[config.mk]
export PLATFORM = sky130hd
export DESIGN_NAME = pll_lock_supervisor_flat
export DESIGN_NICKNAME = d
export VERILOG_FILES = /design/src/rtl/pll_lock_supervisor_pkg.sv /design/src/rtl/pll_lock_supervisor_if.sv /design/src/rtl/pll_lock_supervisor_ref_freq_meter.sv /design/src/rtl/pll_lock_supervisor.sv /design/src/flat_wrapper.sv
export SDC_FILE = /design/constraint.sdc
export NUM_CORES = 1
export LEC_CHECK = 0
export ABC_AREA = 1
export CORE_MARGIN = 2
export CORE_UTILIZATION = 40
export CTS_BUF_LIST = sky130_fd_sc_hd__clkbuf_4 sky130_fd_sc_hd__clkbuf_8 sky130_fd_sc_hd__clkbuf_16
export DETAILED_ROUTE_END_ITERATION = 8
export SLEW_MARGIN = 15
export SYNTH_ARGS = -nofsm -noshare
export SYNTH_HDL_FRONTEND = slang
export SYNTH_SLANG_ARGS = --single-unit
[constraint.sdc]
create_clock -name clock -period 2.29 [get_ports clock]
set_input_delay 0.229 -clock clock [delete_from_list [all_inputs] [get_ports clock]]
set_output_delay 0.229 -clock clock [all_outputs]
set_load 0.05 [all_outputs]
[src/rtl/pll_lock_supervisor_pkg.sv]
// pll_sup_pkg: state type, default parameters and saturation limits shared by the supervisor
package pll_sup_pkg;
    typedef enum logic [2:0] {WAIT_LOCK, STABLE, MEASURE, RUN, FAULT} state_t;
    localparam int DEF_STABLE_CYCLES = 1024;
    localparam int DEF_REF_WINDOW = 16;
    localparam int DEF_RATIO = 18;
    localparam int DEF_TOL = 4;
    localparam int DEF_CNT_W = 16;
    localparam logic [7:0] LOSS_MAX = 8'hff;
    function automatic int expected(input int ratio, input int window);
        return ratio * window;
    endfunction
    localparam int EXPECTED = expected(DEF_RATIO, DEF_REF_WINDOW);
endpackage

[src/rtl/pll_lock_supervisor_if.sv]
// pll_lock_supervisor_if: lock/reference inputs and qualified reset/diagnostic outputs
interface pll_lock_supervisor_if import pll_sup_pkg::*; #(
    parameter int CNT_W = DEF_CNT_W
);
    logic pll_locked;
    logic ref_clk_sample;
    logic rst_out;
    logic ready;
    logic freq_ok;
    logic [CNT_W-1:0] freq_count;
    logic lock_lost;
    logic [7:0] lock_loss_count;
    modport master (
        output pll_locked, ref_clk_sample,
        input rst_out, ready, freq_ok, freq_count, lock_lost, lock_loss_count
    );
    modport slave (
        input pll_locked, ref_clk_sample,
        output rst_out, ready, freq_ok, freq_count, lock_lost, lock_loss_count
    );
endinterface

[src/rtl/pll_lock_supervisor_ref_freq_meter.sv]
// ref_freq_meter: counts core cycles across REF_WINDOW reference periods and grades the result
module ref_freq_meter import pll_sup_pkg::*; #(
    parameter int REF_WINDOW = DEF_REF_WINDOW,
    parameter int RATIO = DEF_RATIO,
    parameter int TOL = DEF_TOL,
    parameter int CNT_W = DEF_CNT_W
) (
    input logic clock,
    input logic reset,
    input logic enable,
    input logic ref_clk_sample,
    output logic done,
    output logic pass,
    output logic [CNT_W-1:0] count
);
    localparam int EW = $clog2(REF_WINDOW + 1);
    localparam logic [EW-1:0] LAST = EW'(REF_WINDOW - 1);
    localparam logic [CNT_W-1:0] EXP = CNT_W'(expected(RATIO, REF_WINDOW));
    localparam logic [CNT_W-1:0] TOL_V = CNT_W'(TOL);
    localparam logic [CNT_W-1:0] CNT_MAX = '1;
    if (64'(RATIO) * 64'(REF_WINDOW) + 64'(TOL) > (64'd1 << CNT_W) - 64'd1) begin : g_fit
        $error("RATIO*REF_WINDOW+TOL does not fit in CNT_W bits");
    end
    logic [2:0] sync;
    logic open, ref_rise, close_edge;
    logic [CNT_W-1:0] cnt, dev;
    logic [EW-1:0] edges;
    assign ref_rise = sync[1] & ~sync[2];
    assign close_edge = ref_rise && edges == LAST;
    // the window closes before cnt can wrap, so cnt+1 never overflows while open
    assign count = cnt + 1'b1;
    assign done = enable && open && (close_edge || count == CNT_MAX);
    assign dev = count >= EXP ? count - EXP : EXP - count;
    assign pass = dev <= TOL_V && count != CNT_MAX;
    always_ff @(posedge clock) begin
        if (reset) begin
            sync <= '0;
            open <= 1'b0;
            cnt <= '0;
            edges <= '0;
        end else begin
            sync <= {sync[1:0], ref_clk_sample};
            if (!enable) begin
                open <= 1'b0;
                cnt <= '0;
                edges <= '0;
            end else if (!open || done) begin
                open <= open ? close_edge : ref_rise;
                cnt <= '0;
                edges <= '0;
            end else begin
                cnt <= count;
                edges <= edges + EW'(ref_rise);
            end
        end
    end
endmodule

[src/rtl/pll_lock_supervisor.sv]
// pll_lock_supervisor: qualifies PLL lock by stability and measured frequency, then releases
// a synchronous reset and ready flag; tracks lock-loss diagnostics.
module pll_lock_supervisor import pll_sup_pkg::*; #(
    parameter int STABLE_CYCLES = DEF_STABLE_CYCLES,
    parameter int REF_WINDOW = DEF_REF_WINDOW,
    parameter int RATIO = DEF_RATIO,
    parameter int TOL = DEF_TOL,
    parameter int CNT_W = DEF_CNT_W
) (
    input logic clock,
    input logic reset,
    pll_lock_supervisor_if.slave bus
);
    localparam int SW = $clog2(STABLE_CYCLES + 1);
    localparam logic [SW-1:0] STAB_LAST = SW'(STABLE_CYCLES - 1);
    state_t state;
    logic lk_m, lk_s, active, done, pass;
    logic [SW-1:0] stab;
    logic [CNT_W-1:0] count;
    assign active = state == MEASURE || state == RUN || state == FAULT;
    ref_freq_meter #(
        .REF_WINDOW(REF_WINDOW), .RATIO(RATIO), .TOL(TOL), .CNT_W(CNT_W)
    ) u_meter (
        .clock(clock), .reset(reset), .enable(active), .ref_clk_sample(bus.ref_clk_sample),
        .done(done), .pass(pass), .count(count)
    );
    always_ff @(posedge clock) begin
        if (reset) begin
            state <= WAIT_LOCK;
            lk_m <= 1'b0;
            lk_s <= 1'b0;
            stab <= '0;
            bus.rst_out <= 1'b1;
            bus.ready <= 1'b0;
            bus.freq_ok <= 1'b0;
            bus.freq_count <= '0;
            bus.lock_lost <= 1'b0;
            bus.lock_loss_count <= '0;
        end else begin
            lk_m <= bus.pll_locked;
            lk_s <= lk_m;
            if (state == WAIT_LOCK) begin
                bus.rst_out <= 1'b1;
                bus.ready <= 1'b0;
                if (lk_s) begin
                    state <= STABLE;
                    stab <= '0;
                end
            // lock loss outranks a coinciding window close, which is discarded
            end else if (!lk_s) begin
                state <= WAIT_LOCK;
                bus.rst_out <= 1'b1;
                bus.ready <= 1'b0;
                bus.lock_lost <= 1'b1;
                bus.lock_loss_count <= bus.lock_loss_count + 8'(bus.lock_loss_count != LOSS_MAX);
            end else if (state == STABLE) begin
                stab <= stab + 1'b1;
                if (stab == STAB_LAST) state <= MEASURE;
            end else if (done) begin
                state <= pass ? RUN : FAULT;
                bus.rst_out <= !pass;
                bus.ready <= pass;
                bus.freq_ok <= pass;
                bus.freq_count <= count;
            end
        end
    end
endmodule

[src/flat_wrapper.sv]
// flat-port wrapper written by rule: the top's interface ports become plain ports
module pll_lock_supervisor_flat import pll_sup_pkg::*;
#(
    parameter int STABLE_CYCLES = DEF_STABLE_CYCLES,
    parameter int REF_WINDOW = DEF_REF_WINDOW,
    parameter int RATIO = DEF_RATIO,
    parameter int TOL = DEF_TOL,
    parameter int CNT_W = DEF_CNT_W
)
  (clock, reset, bus_pll_locked, bus_ref_clk_sample, bus_rst_out, bus_ready, bus_freq_ok, bus_freq_count, bus_lock_lost, bus_lock_loss_count);
  pll_lock_supervisor_if #(.CNT_W(CNT_W)) bus_i ();
  input logic clock;
  input logic reset;
  input wire logic [$bits(bus_i.pll_locked)-1:0] bus_pll_locked;
  input wire logic [$bits(bus_i.ref_clk_sample)-1:0] bus_ref_clk_sample;
  output wire logic [$bits(bus_i.rst_out)-1:0] bus_rst_out;
  output wire logic [$bits(bus_i.ready)-1:0] bus_ready;
  output wire logic [$bits(bus_i.freq_ok)-1:0] bus_freq_ok;
  output wire logic [$bits(bus_i.freq_count)-1:0] bus_freq_count;
  output wire logic [$bits(bus_i.lock_lost)-1:0] bus_lock_lost;
  output wire logic [$bits(bus_i.lock_loss_count)-1:0] bus_lock_loss_count;
  assign bus_i.pll_locked = bus_pll_locked;
  assign bus_i.ref_clk_sample = bus_ref_clk_sample;
  assign bus_rst_out = bus_i.rst_out;
  assign bus_ready = bus_i.ready;
  assign bus_freq_ok = bus_i.freq_ok;
  assign bus_freq_count = bus_i.freq_count;
  assign bus_lock_lost = bus_i.lock_lost;
  assign bus_lock_loss_count = bus_i.lock_loss_count;
  pll_lock_supervisor #(.STABLE_CYCLES(STABLE_CYCLES), .REF_WINDOW(REF_WINDOW), .RATIO(RATIO), .TOL(TOL), .CNT_W(CNT_W)) u_core (.clock(clock), .reset(reset), .bus(bus_i));
endmodule
* After elaboration in Yosys (flattened, before gate mapping)
Index checks and enable logic that the tools add are counted.
** Cells by class
- Reduce and logical (&&, ||, !) cells :: 20
- Eq/ne operators :: 12
- Add/subtract/negate cells :: 6
- Bitwise gates (word level) :: 6
- $lt $le $gt $ge :: 2
- Mux-type cells :: 13
** Operators with widths (count)
- two-way mux 11 bit :: 4
- two-way mux 3 bit :: 7
- adder 16 x 1 -> 16 bit, second input constant :: 1
- equality test 16 bit, second input constant :: 1
- greater-or-equal comparator 16 x 9 -> 1 bit, second input constant :: 1
- less-or-equal comparator 16 x 3 -> 1 bit, second input constant :: 1
- two-way mux 16 bit :: 1
- != test 16 bit, second input constant :: 1
- subtractor 16 x 9 -> 16 bit, second input constant :: 1
- subtractor 9 x 16 -> 16 bit, first input constant :: 1
- adder 11 x 1 -> 11 bit, second input constant :: 1
- equality test 11 x 10 -> 1 bit, second input constant :: 1
- adder 8 x 1 -> 8 bit :: 1
- != test 4 bit, second input constant :: 2
- != test 8 bit, second input constant :: 1
- equality test 3 x 2 -> 1 bit, second input constant :: 2
- AND reduction 2 bit :: 3
- OR reduction 3 bit :: 2
- adder 5 x 1 -> 5 bit :: 1
- equality test 5 x 4 -> 1 bit, second input constant :: 1
- inverter 1 bit :: 5
- logical AND 1 bit :: 4
- logical OR 1 bit :: 4
- AND reduction 4 bit :: 1
- 10 further kinds :: 11
** Storage, ports and cells
- Logic and storage cells :: 73
- Register bits after elaboration :: 69
- Output and inout bits :: 28
- Input bits :: 4

* Depth between registers and ports, before layout
Gate-level depths: netlist of the first run.
- Depth after elaboration :: 10
- Gate-level depth with buffers :: 22
- Mapped depth without buffers :: 21

* Hierarchy
From an unflattened synthesis of the first run, not the netlist that was laid out.
** Second synthesis, totals
- Cells, all modules :: 581
- Area, all modules :: 3936.3 um^2
** By module, submodules not included
- ref_freq_meter :: cells each 310, area an instance 1989.4 um^2, instances 1
- pll_lock_supervisor :: cells each 271, area an instance 1946.9 um^2, instances 1

* Worst setup path after synthesis of the first run
No wires, ideal clock.
- Path type :: register -> register
- From :: register u_core.u_meter.cnt[0]
- To :: register u_core.bus.ready
- Cell stages (with the launch flop) :: 22
- Library setup time :: 0.114 ns
- Path buffers :: 0
- Slack :: -0.165 ns
- Arrival time :: 2.341 ns
- Data required time :: 2.176 ns
- Path through :: dfxtp_1 ha_1 nand2_1 nor2_1 nand3_1 nand2_1 ha_1 inv_1 nor2_1 nand2_1 nand2_1 nand2_1 nand2_1 nand4_1 nand2_1 nand2_1 nand3_1 inv_2 nand2_2 nand3_2 nand2_1 nor2_1
** Between the ends
- Word-level cells in the longest chain between the ends :: 5
- Elaborated cells on any way between the ends :: 12
** Ends and longest elaborated chain
- start: declaration :: RTL line pll_lock_supervisor_ref_freq_meter.sv:26 : logic [CNT_W-1:0] cnt, dev;
- start signal: assignment :: RTL line pll_lock_supervisor_ref_freq_meter.sv:52 : cnt <= count;
- adder 16 x 1 -> 16 bit (*) :: RTL line pll_lock_supervisor_ref_freq_meter.sv:31 : assign count = cnt + 1'b1;
- subtractor 9 x 16 -> 16 bit, or another cell as far along :: RTL line pll_lock_supervisor_ref_freq_meter.sv:33 : assign dev = count >= EXP ? count - EXP : EXP - count;
- two-way mux 16 bit / logical OR 1 bit (equally long branches) :: RTL line pll_lock_supervisor_ref_freq_meter.sv:33, pll_lock_supervisor_ref_freq_meter.sv:32
- less-or-equal comparator 16 x 3 -> 1 bit / logical AND 1 bit (equally long branches) :: RTL line pll_lock_supervisor_ref_freq_meter.sv:34, pll_lock_supervisor_ref_freq_meter.sv:32
- logical AND 1 bit / AND reduction 2 bit (equally long branches)
- end signal: assignment :: RTL line pll_lock_supervisor.sv:62 : bus.ready <= pass;
- end: declaration :: RTL line pll_lock_supervisor_if.sv:19 : output rst_out, ready, freq_ok, freq_count, lock_lost, lock_loss_count
Every way passes the cells marked *; elsewhere a longest branch is shown, timed or not.
A chain may end at the register's enable or synchronous reset.

* Worst setup path in the final report of the first run
- From :: register u_core.u_meter.cnt[1]
- To :: register u_core.bus.freq_count[1]
** Between the ends
- Word-level cells in the longest chain between the ends :: 5
** Ends and longest elaborated chain
- adder 16 x 1 -> 16 bit (*) :: RTL line pll_lock_supervisor_ref_freq_meter.sv:31
- equality test 16 bit :: RTL line pll_lock_supervisor_ref_freq_meter.sv:32 : assign done = enable && open && (close_edge || count == CNT_MAX);
- logical OR 1 bit :: RTL line pll_lock_supervisor_ref_freq_meter.sv:32
- logical AND 1 bit :: RTL line pll_lock_supervisor_ref_freq_meter.sv:32
- AND reduction 4 bit (no source line)
- end signal: assignment :: RTL line pll_lock_supervisor.sv:64 : bus.freq_count <= count;
- end: declaration :: RTL line pll_lock_supervisor_if.sv:19
Marked as above.

==> results of run 1 <==
==> kinds of logic (layout without fill, tap and decap cells) <==
logic type                 count (synthesis)  count (layout)  synth area share
xor gates and xnor gates                   4               4          0.009700
buffers and inverters                     75             180           0.08451
and+or+nand+nor                          303             303            0.3817
adders and majority gates                 10              10           0.03464
DFF                                       69              69            0.3824
AOI/OAI and AO/OA                         68              68            0.1070
==> metal layers <==
layer	GRT usage	share of wire
met5	0	0
met4	0.06744	0.018
met3	0.03617	0.044
met2	0.2937	0.45
met1	0.2708	0.49
==> registers in the layout, summed over array words and instances, names as in the netlist <==
signal                      cells
u_core.bus.lock_loss_count      8
u_core.bus.rst_out              1
u_core.bus.freq_ok              1
u_core.stab                    11
u_core.bus.ready                1
u_core.bus.freq_count          16
u_core.u_meter.open             1
u_core.u_meter.sync             3
u_core.u_meter.edges            5
u_core.bus.lock_lost            1
u_core.lk_m                     1
u_core.u_meter.cnt             16
u_core.state                    3
u_core.lk_s                     1
==> path summary, 6_finish.rpt <==
check / startpoint / to / slack [ns] / depth (start not counted)
setup / recovery: u_core.u_meter.cnt[1]$_SDFF_PP0_ / u_core.bus.freq_count[1]$_SDFFE_PP0P_ / -0.15 / 13
hold / removal: bus_pll_locked / u_core.lk_m$_SDFF_PP0_ / 0.39 / 3
setup reg to reg: u_core.u_meter.cnt[1]$_SDFF_PP0_ / u_core.bus.freq_count[1]$_SDFFE_PP0P_ / -0.15 / 13
hold reg to reg: u_core.lk_m$_SDFF_PP0_ / u_core.lk_s$_SDFF_PP0_ / 0.41 / 2
==> final cells by class <==
cell class / count / area (um2)
Fill cell: 767 / 3637
Tap cell: 108 / 135.1
Clock inverter: 6 / 63.81
Multi-Input combinational cell: 385 / 2168
Timing Repair Buffer: 99 / 937.1
Clock buffer: 9 / 123.9
Inverter: 66 / 259.0
Sequential cell: 69 / 1396
==> cells in the final DEF (no fill, tap or decap), drive strengths merged <==
cell type / instances
dfxtp: 69
nand2: 127
clkinvlp: 2
nor2: 101
ha: 10
xor2: 2
nand3: 43
buf: 65
nand4: 16
o21bai: 3
inv: 65
a31o: 1
a21oi: 37
a211oi: 2
o21ai: 25
bufinv: 1
clkbuf: 12
nor3: 10
nor3b: 2
nand3b: 2
clkdlybuf4s50: 31
clkinv: 4
xnor2: 2
or2: 2
==> metrics by stage <==
stage	setup slack, ns	utilization	total power (W)	setup TNS [ns]	std cells
finish	-0.1477	0.5829	0.002339	-2.644	742
global route	-0.3194	0.5829	0.002441	-7.480	742
CTS	-0.02413	0.5413	0.002365	-0.07919	730
detailed placement	-0.1694	0.5037	0.001395	-1.138	707
global placement	-0.1127	0.5037	0.001394	-0.6235	707
floorplan	0.006897	-	0.001349	0	529
==> worst reg2reg max path, cell delays in order, from the launching register on <==
cell and delay (ns):
sky130_fd_sc_hd__dfxtp_4 0.38, sky130_fd_sc_hd__ha_4 0.17, sky130_fd_sc_hd__nand3_4 0.08, sky130_fd_sc_hd__o21bai_1 0.17, sky130_fd_sc_hd__nand2_2 0.15, sky130_fd_sc_hd__buf_4 0.18, sky130_fd_sc_hd__nor3_4 0.21, sky130_fd_sc_hd__nand3_2 0.11
sky130_fd_sc_hd__o21ai_2 0.13, sky130_fd_sc_hd__nand3_2 0.13, sky130_fd_sc_hd__nor2_4 0.27, sky130_fd_sc_hd__clkbuf_16 0.21, sky130_fd_sc_hd__o21ai_1 0.07, sky130_fd_sc_hd__a21oi_2 0.12
==> power by group <==
part	internal, W	switching [W]	leakage [nW]
combinational	0.0000491	0.0000933	1.50
sequential	0.00121	0.0000132	0.561
clock	0.000496	0.000474	0.0915
total	0.00176	0.000581	2.15
==> what timing repair did <==
item,in CTS,in global routing
pin swaps,7,37
cloned,0,4
gates resized for setup,23,54
setup buffers,8,8
endpoints found under the setup margin,35,44
==> results.rst, run 1 <==
.. list-table::
   :header-rows: 1

   * - Metric
     - Value
   * - Final #Nets
     - 644
   * - Mapped Nets
     - 543
   * - Worst relative slew slack
     - 0.6507
   * - Count of routing violations after the opening detailed-route iteration
     - 111
   * - WL per Instance
     - 13.00 um
   * - Fin area
     - 5084 um2
   * - Failing checks
     - negative setup slack
   * - Chip height
     - 99.03 um
   * - Layout Skew
     - 0.008851 ns
   * - CTS clock-pin slew for the worst setup and hold paths
     - 0.08 ns
   * - Max Freq
     - 0.4102 GHz
   * - CTS Buf Count
     - 9
   * - Die Wd
     - 99.03 um
   * - Routability-driven placement congestion ratio
     - 0.8420
   * - Number of flops mapped to enable cells by yosys
     - 0
   * - DRC violations left
     - 0
   * - WS Path Type
     - register to register
   * - Area Growth Syn to Fin
     - 40.73%
   * - Slowest cell on the critical path
     - sky130_fd_sc_hd__dfxtp_4
   * - Count of clock tree sinks
     - 69
   * - PwrDens
     - 460.0 nW/um2
   * - Share of cells above drive strength 1
     - 0.2760
   * - Average cell area after synthesis
     - 6.828 um2
   * - Most used standard cell by instance count after synthesis
     - sky130_fd_sc_hd__nand2_1
   * - Area fraction of the dominant cell type after synthesis
     - 0.3824
   * - Leak
     - 2.152 nW
   * - Worst-Margin Slew
     - 0.5223 ns
   * - Buffers on Ports
     - 31
   * - Vias after detailed routing
     - 3636
   * - Maximum number of pins on one net before global-route repair
     - 31
   * - Post-layout min period
     - 2.438 ns
   * - Initial antenna violation count
     - 0
   * - Synth Flop Type
     - sky130_fd_sc_hd__dfxtp_1
   * - Core box area
     - 8721 um2
   * - Post-DP HPWL
     - 6.514 mm
   * - H-Tree Depth
     - 3
   * - Detail-routed via count per cell
     - 4.900
   * - Gate Count Post-Synth
     - 529
   * - Vias in the first global route
     - 3388
   * - Startpoint types
     - register
   * - Number of different library cells in the post-synthesis netlist
     - 37
   * - Dominant cells by area after synthesis
     - sky130_fd_sc_hd__dfxtp_1, sky130_fd_sc_hd__nand2_1, sky130_fd_sc_hd__nor2_1
   * - Status
     - complete, but fails checks
   * - Hold Fails Final Rpt
     - 0
   * - Unrepaired setup endpoints after global routing
     - yes
   * - Standard-cell row count
     - 34
   * - Count of inserted antenna diode cells
     - 0
   * - Die outline area
     - 9807 um2
   * - GRT Overall Usage
     - 0.1919
   * - Warnings from Yosys
     - 0
   * - Buffer levels on the longest clock path
     - 2
   * - Worst hold slack
     - 0.3940 ns
   * - First-pass iteration count of the detailed router
     - 5
   * - Total buffers and inverters traversed by the critical path
     - 2
   * - Highest fanout seen on the critical path
     - 7
   * - Starting utilization of the core area
     - 0.4142
   * - Synthesized area
     - 3612 um2
   * - Capturing element type of the critical path
     - register
   * - Chain of cells forming the critical path
     - ha_4 -> nand3_4 -> o21bai_1 -> nand2_2 -> buf_4 -> nor3_4 -> nand3_2 -> o21ai_2 -> nand3_2 -> nor2_4 -> clkbuf_16 -> o21ai_1 -> a21oi_2
   * - CP most frequent cell
     - sky130_fd_sc_hd__nand3_2
   * - TritonCTS clock tree
     - yes
   * - Share of synthesized area occupied by flip-flops and latches
     - 0.3824
   * - Required time at the worst-slack endpoint
     - 2.57 ns
   * - Critical path's top delay family
     - simple AND/OR/NAND/NOR gates
   * - Final Routed Wirelength
     - 9.643 mm
   * - Source-to-sink clock delay at the later pin of the worst-skew pair
     - 0.35 ns
   * - Clock tree root driver cell
     - sky130_fd_sc_hd__clkbuf_8
   * - Max-slew violation count
     - 0
   * - Min setup slack post-route
     - -0.1477 ns
   * - Placed standard-cell area
     - 4393 um2
   * - Max-cap violation count
     - 0
   * - Worst EP arrival
     - 2.72 ns
   * - Antenna Nets Post-Route
     - 0
   * - Most common library cells after synthesis
     - sky130_fd_sc_hd__nand2_1, sky130_fd_sc_hd__nor2_1, sky130_fd_sc_hd__dfxtp_1
   * - Worst vdd rail ir drop
     - 0.0003536 V
   * - Global route overflow
     - 0
   * - Worst hold path type
     - primary input to register
   * - Number of synthesized register bits
     - 69
   * - Part of the cycle the worst path needs
     - 1.064
   * - Final setup violation count
     - 24
   * - Delay of the slowest cell on the worst path
     - 0.38 ns
   * - Share of synthesized flip-flops with an asynchronous set or reset
     - 0
   * - Cell accounting for the most synthesized area
     - sky130_fd_sc_hd__dfxtp_1
   * - Count of pins on the block boundary
     - 32
   * - First-pass GRT wire length
     - 15.37 mm
   * - Number of buffers inserted for hold repair after clock tree synthesis
     - 0
No activity file was read; power rests on OpenSTA's default activity.
==> inputs of run 2 (changes only) <==
- CORE_UTILIZATION: 40 -> 45
- CTS_CLUSTER_DIAMETER: not set -> 120
- PLACE_DENSITY: not set -> 0.67
==> run 2 against run 1 <==
- the run still ends with negative setup slack left
- clock power is 16% higher
- total power is 6.9% higher
- core utilization is 7.1 points higher
- cell area is 0.12% lower
- sequential power hardly changed
- wire length is 7.6% higher
- sequential share of layout area hardly changed
- worst hold slack worse by 0.0099 ns
- flip-flop and latch count stayed put
- worst setup slack better by 0.0090 ns
- critical path type unchanged
==> results.rst, run 2 (synthesis results as in run 1) <==
.. list-table::
   :header-rows: 1

   * - Metric
     - Value
   * - Status
     - complete, but fails checks
   * - Failing checks
     - negative setup slack
   * - DRC violations left
     - 0
   * - Cell count after placement
     - 692
   * - Clock tree root driver cell
     - sky130_fd_sc_hd__clkbuf_8
   * - Vias in the first global route
     - 3601
   * - Multi-input combinational cell area
     - 2191 um2
   * - Most common library cell in the layout ignoring fill and taps
     - sky130_fd_sc_hd__nand2_1
   * - Highest fanout seen on the critical path
     - 6
   * - Worst vdd rail ir drop
     - 0.0003377 V
   * - Detail-routed via count per cell
     - 5.143
   * - Total negative slack
     - -2.282 ns
   * - Standard-cell row count
     - 32
   * - Leading registers by flop count
     - u_core.bus.freq_count: 16 flops, u_core.u_meter.cnt: 16 flops, u_core.stab: 11 flops
   * - Worst EP arrival
     - 2.73 ns
   * - Worst relative slew slack
     - 0.6407
   * - Number of filler cells placed in the layout
     - 651
   * - Worst R2R Setup Slack
     - -0.14 ns
   * - Worst hold path type
     - primary input to register
   * - End of the worst register-to-register path
     - u_core.bus.ready$_SDFFE_PP0P_
   * - WS Path Type
     - register to register
   * - Worst hold slack
     - 0.3841 ns
   * - Layout Skew
     - 0.01317 ns
   * - Max-cap violation count
     - 0
   * - Antenna Nets Post-Route
     - 0
   * - Count of clock tree sinks
     - 69
   * - Final #Nets
     - 636
   * - Core occupancy in the finished layout
     - 0.6537
   * - Routability-driven placement congestion ratio
     - 0.8879
   * - Worst hold path cell count
     - 3
   * - Post-layout min period
     - 2.429 ns
   * - Buffer levels on the longest clock path
     - 2
   * - CTS clock-pin slew for the worst setup and hold paths
     - 0.08 ns
   * - Leak
     - 2.148 nW
   * - Cell count of the worst reg-to-reg path
     - 17
   * - Starting utilization of the core area
     - 0.4650
   * - Hold Crit Endpoint
     - u_core.lk_m$_SDFF_PP0_
   * - Core box area
     - 7767 um2
   * - RR Startpoint
     - u_core.u_meter.cnt[7]$_SDFF_PP0_
   * - GRT Overall Usage
     - 0.2300
   * - PwrDens
     - 492.2 nW/um2
   * - Global route overflow
     - 0
   * - Post-DP HPWL
     - 6.445 mm
   * - Highest-count cells in the layout ignoring fill and taps
     - sky130_fd_sc_hd__nand2_1, sky130_fd_sc_hd__nor2_1, sky130_fd_sc_hd__dfxtp_1
   * - Count of routing violations after the opening detailed-route iteration
     - 179
   * - CTS Buf Count
     - 9
   * - Part of the total power dissipated in the clock network
     - 0.452
   * - Area Growth Syn to Fin
     - 40.56%
   * - Flop pwr share
     - 0.491
   * - H-Tree Depth
     - 3
   * - Die Wd
     - 93.60 um
   * - Source-to-sink clock delay at the later pin of the worst-skew pair
     - 0.36 ns
   * - Die outline area
     - 8760 um2
   * - Final setup violation count
     - 32
   * - Design Power
     - 0.002499 W
   * - Unrepaired setup endpoints after global routing
     - yes
   * - Switching part of the total power
     - 0.2451
   * - WL per Instance
     - 14.23 um
   * - Internal Pwr Total
     - 0.001887 W
   * - Switching component of the power
     - 0.0006126 W
   * - Buffers on Ports
     - 31
   * - Startpoint types
     - register
   * - Number of buffers inserted for hold repair after clock tree synthesis
     - 0
   * - Post-Layout Cell Count
     - 729
   * - First-pass iteration count of the detailed router
     - 4
   * - Capturing element type of the critical path
     - register
   * - Initial antenna violation count
     - 0
   * - Chip height
     - 93.60 um
   * - Worst hold path startpoint
     - bus_pll_locked
   * - Min setup slack post-route
     - -0.1386 ns
   * - Max-slew violation count
     - 0
   * - First-pass GRT wire length
     - 16.04 mm
   * - Count of pins on the block boundary
     - 32
   * - Hold Fails Final Rpt
     - 0
   * - Share of cells above drive strength 1
     - 0.2743
   * - Required time at the worst-slack endpoint
     - 2.59 ns
   * - Maximum number of pins on one net before global-route repair
     - 22
   * - TritonCTS clock tree
     - yes
   * - Max Freq
     - 0.4118 GHz
   * - FF+latch area
     - 1396 um2
   * - Final Routed Wirelength
     - 10.37 mm
   * - Count of inserted antenna diode cells
     - 0
   * - Vias after detailed routing
     - 3749
   * - Logic pwr share
     - 0.057
   * - Worst-Margin Slew
     - 0.5373 ns
   * - Part of the cycle the worst path needs
     - 1.061
==> run 2: changes by cell type in the layout (fill, tap and decap cells not counted), sizes merged <==
cell,change
clkinvlp,-1
bufinv,+1
buf,-7
==> run 2: layout make-up <==
cell class | instances | area share
multi-input cells | 385 | 0.4315
flip-flops and latches | 69 | 0.2750
repair buffers | 91 | 0.1759
inverters | 66 | 0.04953
clock buffers | 10 | 0.02587
well taps | 102 | 0.02514
clock inverters | 6 | 0.01700
==> run 2: through the flow <==
stage / instance area (um2) / worst slack, ns
after floorplan: 3618 / 0.006897
after global placement: 4318 / -0.1887
after detailed placement: 4318 / -0.2262
after CTS: 4790 / -0.03174
after global routing: 5077 / -0.3752
final: 5077 / -0.1386
==> run 2: how the worst max path moves through the flow <==
stage | endpoint | start | slack [ns] | cells after the start
after floorplan | u_core.bus.ready$_SDFFE_PP0P_ | u_core.u_meter.cnt[1]$_SDFF_PP0_ | 0.007 | 21
after global placement | u_core.bus.ready$_SDFFE_PP0P_ | u_core.u_meter.cnt[1]$_SDFF_PP0_ | -0.19 | 21
after detailed placement | u_core.bus.ready$_SDFFE_PP0P_ | u_core.u_meter.cnt[1]$_SDFF_PP0_ | -0.23 | 21
after CTS | u_core.bus.ready$_SDFFE_PP0P_ | u_core.u_meter.cnt[1]$_SDFF_PP0_ | -0.03 | 19
after global routing | u_core.bus.freq_count[0]$_SDFFE_PP0P_ | u_core.u_meter.cnt[7]$_SDFF_PP0_ | -0.38 | 14
final | u_core.bus.ready$_SDFFE_PP0P_ | u_core.u_meter.cnt[7]$_SDFF_PP0_ | -0.14 | 17
==> run 2: critical path: stages, from the launching register on <==
cell and delay (ns):
sky130_fd_sc_hd__dfxtp_1 0.48, sky130_fd_sc_hd__nand2_1 0.14, sky130_fd_sc_hd__nor2_2 0.23, sky130_fd_sc_hd__nand4_1 0.18
sky130_fd_sc_hd__nand2_1 0.13, sky130_fd_sc_hd__buf_4 0.16, sky130_fd_sc_hd__nand2_4 0.06, sky130_fd_sc_hd__nor2_4 0.14
sky130_fd_sc_hd__nand3_4 0.11, sky130_fd_sc_hd__nand2_2 0.09, sky130_fd_sc_hd__inv_2 0.04, sky130_fd_sc_hd__nor2_4 0.12
sky130_fd_sc_hd__nand4_4 0.11, sky130_fd_sc_hd__inv_2 0.09, sky130_fd_sc_hd__nand2_4 0.06, sky130_fd_sc_hd__nand3_2 0.06
sky130_fd_sc_hd__nand2_1 0.05, sky130_fd_sc_hd__nor2_1 0.10
==> run 2: layer usage <==
metal | up-vias | GRT usage | routed length [um]
met5 | - | 0 | 0
met4 | 0 | 0.1027 | 377
met3 | 30 | 0.04271 | 492
met2 | 119 | 0.3687 | 4826
met1 | 1713 | 0.3017 | 4677
li1 | 1887 | - | -
==> run 2: power groups by stage <==
stage / Combinational (W) / Sequential (W) / Clock [W]
2_1_floorplan: 0.0000669 / 0.00128 / 0
3_3_place_gp: 0.000134 / 0.00126 / 0
3_5_place_dp: 0.000138 / 0.00126 / 0
4_1_cts: 0.000140 / 0.00123 / 0.00111
5_1_grt: 0.000161 / 0.00123 / 0.00117
6_report: 0.000144 / 0.00123 / 0.00113
==> run 2: repair_timing <==
action / CTS / global route
gates cloned: 1 / 3
pin swaps: 18 / 39
endpoints found under the setup margin: 22 / 44
resized for setup: 40 / 52
setup buffers: 12 / 5
hold endpoints to repair: 0 / 0
==> inputs of run 3 (changes only) <==
- SETUP_SLACK_MARGIN: not set -> 0.2
==> run 3 against run 2 <==
- the flow still finishes with violations (negative setup slack)
- worst hold slack improved by 0.020 ns
- sequential power about the same
- via count is 3.6% higher
- first-iteration DRC count grew 8.9%
- register-to-register slack worse by 0.06 ns
- fmax down 2.5%
- sequential share of layout area down 1.5 points
- worst setup slack got worse by 0.062 ns
- critical path depth up 3
- critical endpoint unchanged
- largest cell class unchanged
- largest power group unchanged
==> results.rst, run 3 (synthesis results as in run 1) <==
.. list-table::
   :header-rows: 1

   * - Metric
     - Value
   * - Status
     - complete, but fails checks
   * - Failing checks
     - negative setup slack
   * - Startpoint types
     - register
   * - Global route overflow
     - 0
   * - Count of clock tree sinks
     - 69
   * - Max-cap violation count
     - 0
   * - Min setup slack post-route
     - -0.2006 ns
   * - Number of buffers inserted for hold repair after clock tree synthesis
     - 0
   * - Final #Nets
     - 636
   * - Logic pwr share
     - 0.057
   * - PwrDens
     - 483.7 nW/um2
   * - Capturing element type of the critical path
     - register
   * - Count of pins on the block boundary
     - 32
   * - Layout Skew
     - 0.01443 ns
   * - DRC violations left
     - 0
   * - Worst hold path startpoint
     - bus_pll_locked
   * - Detail-routed via count per cell
     - 5.334
   * - Clock tree root driver cell
     - sky130_fd_sc_hd__clkbuf_8
   * - Source-to-sink clock delay at the later pin of the worst-skew pair
     - 0.35 ns
   * - Initial antenna violation count
     - 0
   * - Vias after detailed routing
     - 3883
   * - Final Routed Wirelength
     - 10.80 mm
   * - Chip height
     - 93.60 um
   * - Part of the total power dissipated in the clock network
     - 0.470
   * - CP most frequent cell
     - sky130_fd_sc_hd__nand2_2
   * - Routability-driven placement congestion ratio
     - 0.8600
   * - Worst vdd rail ir drop
     - 0.0006522 V
   * - Worst hold path type
     - primary input to register
   * - Leading registers by flop count
     - u_core.bus.freq_count: 16 flops, u_core.u_meter.cnt: 16 flops, u_core.stab: 11 flops
   * - CTS clock-pin slew for the worst setup and hold paths
     - 0.08 ns
   * - Switching part of the total power
     - 0.2355
   * - Max-slew violation count
     - 0
   * - Final setup violation count
     - 43
   * - Global routing usage on met2
     - 0.4077
   * - Core occupancy in the finished layout
     - 0.6899
   * - Highest fanout seen on the critical path
     - 8
   * - Max Freq
     - 0.4015 GHz
   * - Vias in the first global route
     - 3687
   * - Worst relative slew slack
     - 0.5987
   * - First-pass iteration count of the detailed router
     - 5
   * - WL per Instance
     - 14.84 um
   * - Starting utilization of the core area
     - 0.4650
   * - Fin area
     - 5359 um2
   * - Fraction of met1 tracks used by global routing
     - 0.3290
   * - WS Path Type
     - register to register
   * - GRT Overall Usage
     - 0.2497
   * - Switching component of the power
     - 0.0006105 W
   * - Highest-count cells in the layout ignoring fill and taps
     - sky130_fd_sc_hd__nand2_1, sky130_fd_sc_hd__nor2_1, sky130_fd_sc_hd__dfxtp_1
   * - Flop pwr share
     - 0.473
   * - Leak
     - 2.157 nW
   * - Die Wd
     - 93.60 um
   * - Standard-cell row count
     - 32
   * - Count of inserted antenna diode cells
     - 0
   * - Chain of cells forming the critical path
     - buf_4 -> inv_2 -> nor2_4 -> nand2_2 -> nor2_1 -> nand2_1 -> nand2_2 -> buf_4 -> nand2_2 -> nor2_4 -> nand3_2 -> nand2_1 -> inv_1 -> nor2_2 -> nand4_2 -> inv_2 -> nand2_4 -> nand3_4 -> nand2_2 -> nor2_2
   * - Antenna Nets Post-Route
     - 0
   * - Buffers on Ports
     - 31
   * - Part of the cycle the worst path needs
     - 1.088
   * - Most Crowded Layer GR
     - met2
   * - Worst hold slack
     - 0.4045 ns
   * - First-pass GRT wire length
     - 17.13 mm
   * - Die outline area
     - 8760 um2
   * - Delay of the slowest cell on the worst path
     - 0.39 ns
   * - Cell count after placement
     - 685
   * - Unrepaired setup endpoints after global routing
     - yes
   * - Worst-Margin Slew
     - 0.6001 ns
   * - Worst EP arrival
     - 2.79 ns
   * - Post-DP HPWL
     - 6.201 mm
   * - Core box area
     - 7767 um2
   * - Met3 Usage GRT
     - 0.04110
   * - Placed standard-cell area
     - 4344 um2
   * - Slowest cell on the critical path
     - sky130_fd_sc_hd__dfxtp_4
   * - Buffer levels on the longest clock path
     - 2
   * - Worst Setup SP
     - u_core.u_meter.cnt[0]$_SDFF_PP0_
   * - Share of cells above drive strength 1
     - 0.3307
   * - Required time at the worst-slack endpoint
     - 2.59 ns
   * - Maximum number of pins on one net before global-route repair
     - 19
   * - Internal Pwr Total
     - 0.001982 W
   * - H-Tree Depth
     - 3
   * - RR Startpoint
     - u_core.u_meter.cnt[0]$_SDFF_PP0_
   * - Post-Layout Cell Count
     - 728
   * - Count of routing violations after the opening detailed-route iteration
     - 195
   * - Hold Fails Final Rpt
     - 0
   * - TritonCTS clock tree
     - yes
   * - Area Growth Syn to Fin
     - 48.35%
   * - Post-layout min period
     - 2.491 ns
   * - CTS Buf Count
     - 9
   * - Most common library cell in the layout ignoring fill and taps
     - sky130_fd_sc_hd__nand2_1
-- run 3: metal layers --
metal | wire (um) | vias up | part of all wire
met5 | 0 | - | 0
met4 | 313 | 0 | 0.029
met3 | 560 | 27 | 0.052
met2 | 5067 | 131 | 0.47
met1 | 4858 | 1827 | 0.45
li1 | - | 1898 | -
-- run 3: repair_timing --
item	CTS	global route
pin swaps	17	31
endpoints found under the setup margin	43	45
gates cloned	6	0
resized for setup	51	71
buffers inserted	15	7
-- run 3: worst max-delay path, delay by kind of cell, from the launching register on --
kind	cells	cell delay (ns)
and+or+nand+nor	15	1.59
DFF	1	0.39
buffers and inverters	5	0.44
-- run 3: final timing paths --
| check | endpoint | slack, ns | cells after the start |
|---|---|---|---|
| setup reg to reg | u_core.bus.ready$_SDFFE_PP0P_ | -0.20 | 20 |
| hold / removal | u_core.lk_m$_SDFF_PP0_ | 0.40 | 3 |
| setup / recovery | u_core.bus.ready$_SDFFE_PP0P_ | -0.20 | 20 |
| hold reg to reg | u_core.lk_s$_SDFF_PP0_ | 0.41 | 2 |
-- run 3: layout make-up --
type	instances	area, um2
multi-input cells	385	2371
repair buffers	91	969.7
clock inverters	6	110.1
fillers	594	2409
inverters	66	262.8
clock buffers	9	123.9
flip-flops and latches	69	1394
well taps	102	127.6
-- run 3: stage by stage --
stage / setup TNS (ns) / total power, W / setup WS (ns)
after floorplan: 0 / 0.001347 / 0.1674
after global placement: -0.1197 / 0.001390 / -0.04449
after detailed placement: -0.2149 / 0.001392 / -0.06561
after CTS: -0.1945 / 0.002594 / -0.04800
after global routing: -8.752 / 0.002667 / -0.3331
final: -5.016 / 0.002592 / -0.2006
-- run 3: power groups by stage --
stage          registers [W]   logic, W  clock network [W]
2_1_floorplan        0.00128  0.0000669                  0
3_3_place_gp         0.00125   0.000136                  0
3_5_place_dp         0.00125   0.000138                  0
4_1_cts              0.00123   0.000141            0.00123
5_1_grt              0.00123   0.000163            0.00128
6_report             0.00123   0.000147            0.00122
